`src/rtl/ram_burst_reader.sv`:
```
// ram_burst_reader
// Burst read engine for the RAM's registered read port. A start command
// launches a run of consecutive read addresses; returned words are parked in
// a 2-entry buffer and presented as a valid/ready stream with a last flag.
// Reads are only issued when the buffer is guaranteed to have room for the
// word when it arrives, so backpressure never drops data.
module ram_burst_reader #(
  parameter int RD_DATA_WIDTH = 32,
  parameter int ADDR_WIDTH    = 8,
  parameter int LEN_WIDTH     = 9
) (
  input  logic                     clkb,
  input  logic                     rst_n,
  input  logic                     start,
  input  logic [ADDR_WIDTH-1:0]    start_addr,
  input  logic [LEN_WIDTH-1:0]     burst_len,
  output logic                     busy,
  output logic                     done,
  output logic                     ram_enb,
  output logic [ADDR_WIDTH-1:0]    ram_addrb,
  input  logic [RD_DATA_WIDTH-1:0] ram_doutb,
  output logic                     m_valid,
  input  logic                     m_ready,
  output logic [RD_DATA_WIDTH-1:0] m_data,
  output logic                     m_last
);

  typedef enum logic [1:0] {
    IDLE  = 2'd0,
    READ  = 2'd1,
    DRAIN = 2'd2,
    DONE  = 2'd3
  } state_t;

  state_t state_q, state_d;

  logic [ADDR_WIDTH-1:0]    addr_q, addr_d;
  logic [LEN_WIDTH-1:0]     issue_left_q, issue_left_d;
  logic [LEN_WIDTH-1:0]     beat_left_q, beat_left_d;
  logic                     inflight_q, inflight_d;
  logic [1:0]               count_q, count_d;
  logic                     wr_ptr_q, wr_ptr_d;
  logic                     rd_ptr_q, rd_ptr_d;
  logic [RD_DATA_WIDTH-1:0] fifo_q [2];
  logic [RD_DATA_WIDTH-1:0] fifo_d [2];

  logic       load;
  logic       pop;
  logic       push;
  logic [2:0] occ_after_pop;
  logic       room_for_issue;

  // Stream side and RAM address are straight decodes of the registers.
  assign m_valid   = (count_q != 2'd0);
  assign m_data    = fifo_q[rd_ptr_q];
  assign m_last    = m_valid && (beat_left_q == LEN_WIDTH'(1));
  assign ram_addrb = addr_q;

  assign pop  = m_valid && m_ready;
  assign push = inflight_q;

  // Occupancy the buffer will have once everything already requested has
  // landed, counting the beat leaving this cycle. A new read is safe only if
  // that leaves at least one free slot for it.
  assign occ_after_pop  = 3'(count_q) + 3'(inflight_q) - 3'(pop);
  assign room_for_issue = (occ_after_pop < 3'd2);

  // Burst sequencing: next state, read issue and status outputs.
  always_comb begin
    state_d = state_q;
    ram_enb = 1'b0;
    busy    = 1'b0;
    done    = 1'b0;
    load    = 1'b0;
    case (state_q)
      IDLE: begin
        if (start) begin
          load    = 1'b1;
          state_d = (burst_len != '0) ? READ : DONE;
        end
      end
      READ: begin
        busy    = 1'b1;
        ram_enb = (issue_left_q != '0) && room_for_issue;
        if (ram_enb && (issue_left_q == LEN_WIDTH'(1))) begin
          state_d = DRAIN;
        end
      end
      DRAIN: begin
        busy = 1'b1;
        // The final beat leaving now means nothing else is buffered or in
        // flight, so completion can be flagged in the very next cycle.
        if (pop && (beat_left_q == LEN_WIDTH'(1)) && (count_q == 2'd1) && !inflight_q) begin
          state_d = DONE;
        end
      end
      DONE: begin
        done    = 1'b1;
        state_d = IDLE;
        // Back-to-back bursts: a start seen alongside done is taken at once.
        if (start) begin
          load    = 1'b1;
          state_d = (burst_len != '0) ? READ : DONE;
        end
      end
      default: state_d = IDLE;
    endcase
  end

  // Address and beat counters: loaded on start, stepped by issue / handshake.
  always_comb begin
    addr_d       = addr_q;
    issue_left_d = issue_left_q;
    beat_left_d  = beat_left_q;
    if (load) begin
      addr_d       = start_addr;
      issue_left_d = burst_len;
      beat_left_d  = burst_len;
    end else begin
      if (ram_enb) begin
        addr_d       = addr_q + ADDR_WIDTH'(1);
        issue_left_d = issue_left_q - LEN_WIDTH'(1);
      end
      if (pop) begin
        beat_left_d = beat_left_q - LEN_WIDTH'(1);
      end
    end
  end

  // Two-entry buffer: capture returning RAM data, release on handshake.
  always_comb begin
    fifo_d     = fifo_q;
    inflight_d = ram_enb;
    wr_ptr_d   = wr_ptr_q ^ push;
    rd_ptr_d   = rd_ptr_q ^ pop;
    count_d    = count_q + 2'(push) - 2'(pop);
    if (push) begin
      fifo_d[wr_ptr_q] = ram_doutb;
    end
  end

  // State and datapath registers; reset also drops any word still in flight.
  always_ff @(posedge clkb) begin
    if (!rst_n) begin
      state_q      <= IDLE;
      addr_q       <= '0;
      issue_left_q <= '0;
      beat_left_q  <= '0;
      inflight_q   <= 1'b0;
      count_q      <= 2'd0;
      wr_ptr_q     <= 1'b0;
      rd_ptr_q     <= 1'b0;
      fifo_q[0]    <= '0;
      fifo_q[1]    <= '0;
    end else begin
      state_q      <= state_d;
      addr_q       <= addr_d;
      issue_left_q <= issue_left_d;
      beat_left_q  <= beat_left_d;
      inflight_q   <= inflight_d;
      count_q      <= count_d;
      wr_ptr_q     <= wr_ptr_d;
      rd_ptr_q     <= rd_ptr_d;
      fifo_q[0]    <= fifo_d[0];
      fifo_q[1]    <= fifo_d[1];
    end
  end

endmodule

```
`config.mk`:
```
export PLATFORM = sky130hd
export DESIGN_NAME = ram_burst_reader
export DESIGN_NICKNAME = d
export VERILOG_FILES = /design/src/rtl/ram_burst_reader.sv
export SDC_FILE = /design/constraint.sdc
export NUM_CORES = 1
export LEC_CHECK = 0
export CAP_MARGIN = 10
export CORE_MARGIN = 2
export CORE_UTILIZATION = 46
export CTS_CLUSTER_DIAMETER = 50
export CTS_CLUSTER_SIZE = 12
export DETAILED_ROUTE_END_ITERATION = 10
export PLACE_DENSITY = 0.76
export SKIP_LAST_GASP = 1
export SYNTH_ARGS = -nofsm -noshare
export SYNTH_HDL_FRONTEND = slang
export SYNTH_SLANG_ARGS = --single-unit
export TNS_END_PERCENT = 20
```
`constraint.sdc`:
```
create_clock -name clkb -period 3.1 [get_ports clkb]
set_clock_uncertainty 0.2 [all_clocks]
set_input_delay 0.465 -clock clkb [delete_from_list [all_inputs] [get_ports clkb]]
set_output_delay 0.465 -clock clkb [all_outputs]
set_load 0.1 [all_outputs]
```
==> results of run 1 <==
[cell usage in the layout, fill, tap and decap left out, types with 3 or more instances in the layout]
| cell | instances |
|---|---|
| sky130_fd_sc_hd__a211oi_1 | 3 |
| sky130_fd_sc_hd__a21oi_1 | 13 |
| sky130_fd_sc_hd__a31oi_1 | 12 |
| sky130_fd_sc_hd__and2_1 | 3 |
| sky130_fd_sc_hd__buf_12 | 34 |
| sky130_fd_sc_hd__buf_4 | 40 |
| sky130_fd_sc_hd__clkbuf_8 | 9 |
| sky130_fd_sc_hd__clkdlybuf4s50_1 | 51 |
| sky130_fd_sc_hd__dfxtp_1 | 96 |
| sky130_fd_sc_hd__ha_1 | 11 |
| sky130_fd_sc_hd__ha_2 | 3 |
| sky130_fd_sc_hd__inv_1 | 14 |
| sky130_fd_sc_hd__mux2_2 | 32 |
| sky130_fd_sc_hd__mux2i_1 | 66 |
| sky130_fd_sc_hd__nand2_1 | 12 |
| sky130_fd_sc_hd__nand3_1 | 11 |
| sky130_fd_sc_hd__nand4_1 | 8 |
| sky130_fd_sc_hd__nand4b_1 | 5 |
| sky130_fd_sc_hd__nor2_1 | 77 |
| sky130_fd_sc_hd__nor3_1 | 8 |
| sky130_fd_sc_hd__nor4_1 | 6 |
| sky130_fd_sc_hd__o21ai_0 | 21 |
| sky130_fd_sc_hd__o31ai_1 | 4 |
| sky130_fd_sc_hd__or2_2 | 3 |
| sky130_fd_sc_hd__or3_1 | 3 |
| sky130_fd_sc_hd__or4_1 | 4 |
| sky130_fd_sc_hd__xor2_1 | 6 |
[sequential cells by signal, summed over array words and instances (netlist names), 2 cells and up]
| register | flops |
|---|---|
| count_q | 2 |
| issue_left_q | 9 |
| ram_addrb | 8 |
| fifo_q | 64 |
| state_q | 2 |
| beat_left_q | 9 |
[tightest hold or removal path: cells and delay by family (launching register included)]
kind             cells  cell delay (ps)
muxes                1               60
and+or+nand+nor      1               70
DFF                  1              330
[metal layers]
layer,GRT usage (%),share of wire (%),up-vias
li1,-,-,1957
met1,28.1,42,1907
met2,39.9,51,118
met3,4.37,4.7,19
met4,6.57,1.7,0
met5,0,0,-
[final cells by class]
type | count | area share (%)
sequential | 97 | 30.3
inverter | 15 | 0.877
clock inverter | 6 | 1.15
timing repair buffer | 126 | 23.4
multi-input combinational | 348 | 39.7
tap | 133 | 2.59
clock buffer | 10 | 1.99
[power by group]
group          total (mW)  internal [mW]  switching (mW)
sequential           1.68           1.47           0.214
combinational        3.27           1.26            2.01
clock               0.849          0.384           0.465
[timing repair]
item                                    in CTS  in global routing
hold buffers                                 0                  0
endpoints found under the hold margin        0                  0
buffers inserted                             6                  5
endpoints found under the setup margin       1                  2
cloned                                       0                  0
pin swaps                                    3                  4
resized for setup                            5                  2
[worst paths after layout]
| kind | end | slack [ps] | cells after the start |
|---|---|---|---|
| setup / recovery | ram_enb | 100 | 10 |
| hold reg to reg | fifo_q[29]$_SDFFE_PN0P_ | 300 | 2 |
| setup reg to reg | issue_left_q[6]$_SDFFE_PN0P_ | 170 | 12 |
| hold / removal | fifo_q[29]$_SDFFE_PN0P_ | 300 | 2 |
[stage by stage]
stage | setup TNS, ps | area, um2 | setup slack, ps | hold WS, ps
2_1_floorplan | 0 | 4670 | 12.4 | 254
3_3_place_gp | -110 | 6120 | -75.1 | 266
5_1_grt | -15.4 | 6420 | -15.4 | 326
6_report | 0 | 6420 | 98.2 | 297
3_5_place_dp | -887 | 6120 | -182 | 278
4_1_cts | 0 | 6380 | 49.5 | 303
[logic make-up (layout without fill, tap and decap cells)]
family	count (synthesis)	in the layout	share of synthesized area, %
mux	98	98	21.9
fa+ha+maj	15	15	4.19
flops	97	97	41.7
compound gates	66	66	8.91
buf+inv	45	157	4.24
simple gates	160	160	17.2
xor+xnor	9	9	1.85
==> impl_metrics.env, run 1 <==
export IMPL_critical_path_endpoint_type="output pin"
export IMPL_totalWireLength_mm=12.1
export IMPL_synthesis_area_mm2=0.00466
export IMPL_synth_largest_area_cell="sky130_fd_sc_hd__dfxtp_1"
export IMPL_min_path_type="reg -> reg"
export IMPL_cp_startpoint="count_q[1]$_SDFF_PN0_"
export IMPL_slowest_stage_cell_crit_path="sky130_fd_sc_hd__dfxtp_4"
export IMPL_clk_pin_slew_worst_paths_ps=90
export IMPL_hp_start="fifo_q[29]$_SDFFE_PN0P_"
export IMPL_timing_setup_critical_path_class="reg -> out"
export IMPL_die_w_um=105
export IMPL_cp_top_family="adder cells"
export IMPL_post_route_min_period_ps=3000
export IMPL_critical_path_buf_inv_count=2
export IMPL_required_worst_endpoint_ps=2430
export IMPL_kind_of_launch_point_of_the_worst_setup_path="register"
export IMPL_path_cells="o21a_1 > nand2_1 > o21ai_1 > ha_2 > fa_2 > xor2_2 > buf_4 > nand2_2 > nor2_4 > buf_12"
export IMPL_core_ar_mm2=0.00982
export IMPL_post_synth_most_frequent_cells="sky130_fd_sc_hd__dfxtp_1 (97), sky130_fd_sc_hd__nor2_1 (78), sky130_fd_sc_hd__mux2i_1 (66)"
export IMPL_synth_top_cell_area_share_pct=41.7
export IMPL_netlist_cell_type_count=54
export IMPL_synth_top_cells_by_area="sky130_fd_sc_hd__dfxtp_1 (42%), sky130_fd_sc_hd__mux2i_1 (14%), sky130_fd_sc_hd__mux2_2 (7.7%)"
export IMPL_drt_vias_per_instance=5.44
export IMPL_clock_root_buffer="sky130_fd_sc_hd__clkbuf_8"
export IMPL_design_die_area_mm2=0.0110
export IMPL_yosys_warnings=0
export IMPL_drtAntennaViolNets=0
export IMPL_critical_path_max_stage_delay_ps=370
export IMPL_area_growth_synth_to_final_pct=37.7
export IMPL_final_layout_size_suffix_gt1_share_pct=23.4
export IMPL_multi_input_area_mm2=0.00255
export IMPL_timing_max_transition_violations_final=0
export IMPL_cts_inserted_buffers=9
export IMPL_count_of_filler_cells_inserted_in_the_layout=823
export IMPL_synth_yosys_seq_area_share_pct=41.7
export IMPL_final_hold_viol_count=0
export IMPL_powerDensity_mw_per_mm2=904
export IMPL_number_of_flops_mapped_to_enable_cells_by_yosys=0
export IMPL_cts_sinks=97
export IMPL_dp_final_hpwl_mm=8.75
export IMPL_power_ir_vdd_worst_uv=1100
export IMPL_gr_usage_all_layers_pct=22.7
export IMPL_fin_nets=665
export IMPL_final_setup_violation_count=0
export IMPL_cts_max_path_buffers=2
export IMPL_rd_place_congestion=0.935
export IMPL_layout_cells_non_filler=735
export IMPL_reg_to_reg_startpoint="count_q[1]$_SDFF_PN0_"
export IMPL_insertion_delay_ps=350
export IMPL_synth_flop_cell="sky130_fd_sc_hd__dfxtp_1"
export IMPL_htreeDepth=3
export IMPL_maxCapViolCount=0
export IMPL_critical_path_max_fanout=4
export IMPL_vias=4001
export IMPL_grt_max_degree=29
export IMPL_placed_cells_incl_taps=708
export IMPL_fraction_of_registers_with_async_set_reset_pct=0
export IMPL_mappedNetlistNets=558
export IMPL_detail_route_iter0_violations=168
export IMPL_route_detailed_wl_per_inst_um=16.5
export IMPL_leakage_nw=2.38
export IMPL_first_pass_grt_wire_length_mm=20.4
export IMPL_timing_final_crit_share_pct=96.8
export IMPL_diodes=0
export IMPL_slew_headroom_pct=57.1
export IMPL_numPortBuffers=97
export IMPL_post_route_util_pct=65.4
export IMPL_first_pass_iters=4
export IMPL_finalPower_mw=5.80
export IMPL_drt_drc_violations_left=0
export IMPL_most_common_cell_in_the_synthesized_netlist="sky130_fd_sc_hd__dfxtp_1"
export IMPL_chipHeight_um=105
export IMPL_outcome="complete, no violations"
export IMPL_achievable_frequency_mhz=333
export IMPL_crit_arrival_ps=2340
export IMPL_rows=36
export IMPL_first_global_vias=4188
export IMPL_worst_slew_pin_slew_ps=641
export IMPL_boundaryPins=98
export IMPL_antenna_found_initial=0
export IMPL_postSynthRegisterBits=97
export IMPL_syn_avg_cell_area_um2=9.51
export IMPL_cts_tree="built"
export IMPL_start_util_pct=47.5
export IMPL_seq_area_mm2=0.00195
export IMPL_grt_overflow_total=0
export IMPL_netlist_instances=490
Note: power is estimated with default switching activity, not from simulation.
==> run 2, diff against run 1 <==
- SLEW_MARGIN: unset -> 20
==> results of run 2 <==
Final layout, timing and power as in run 1 (identical DEF).
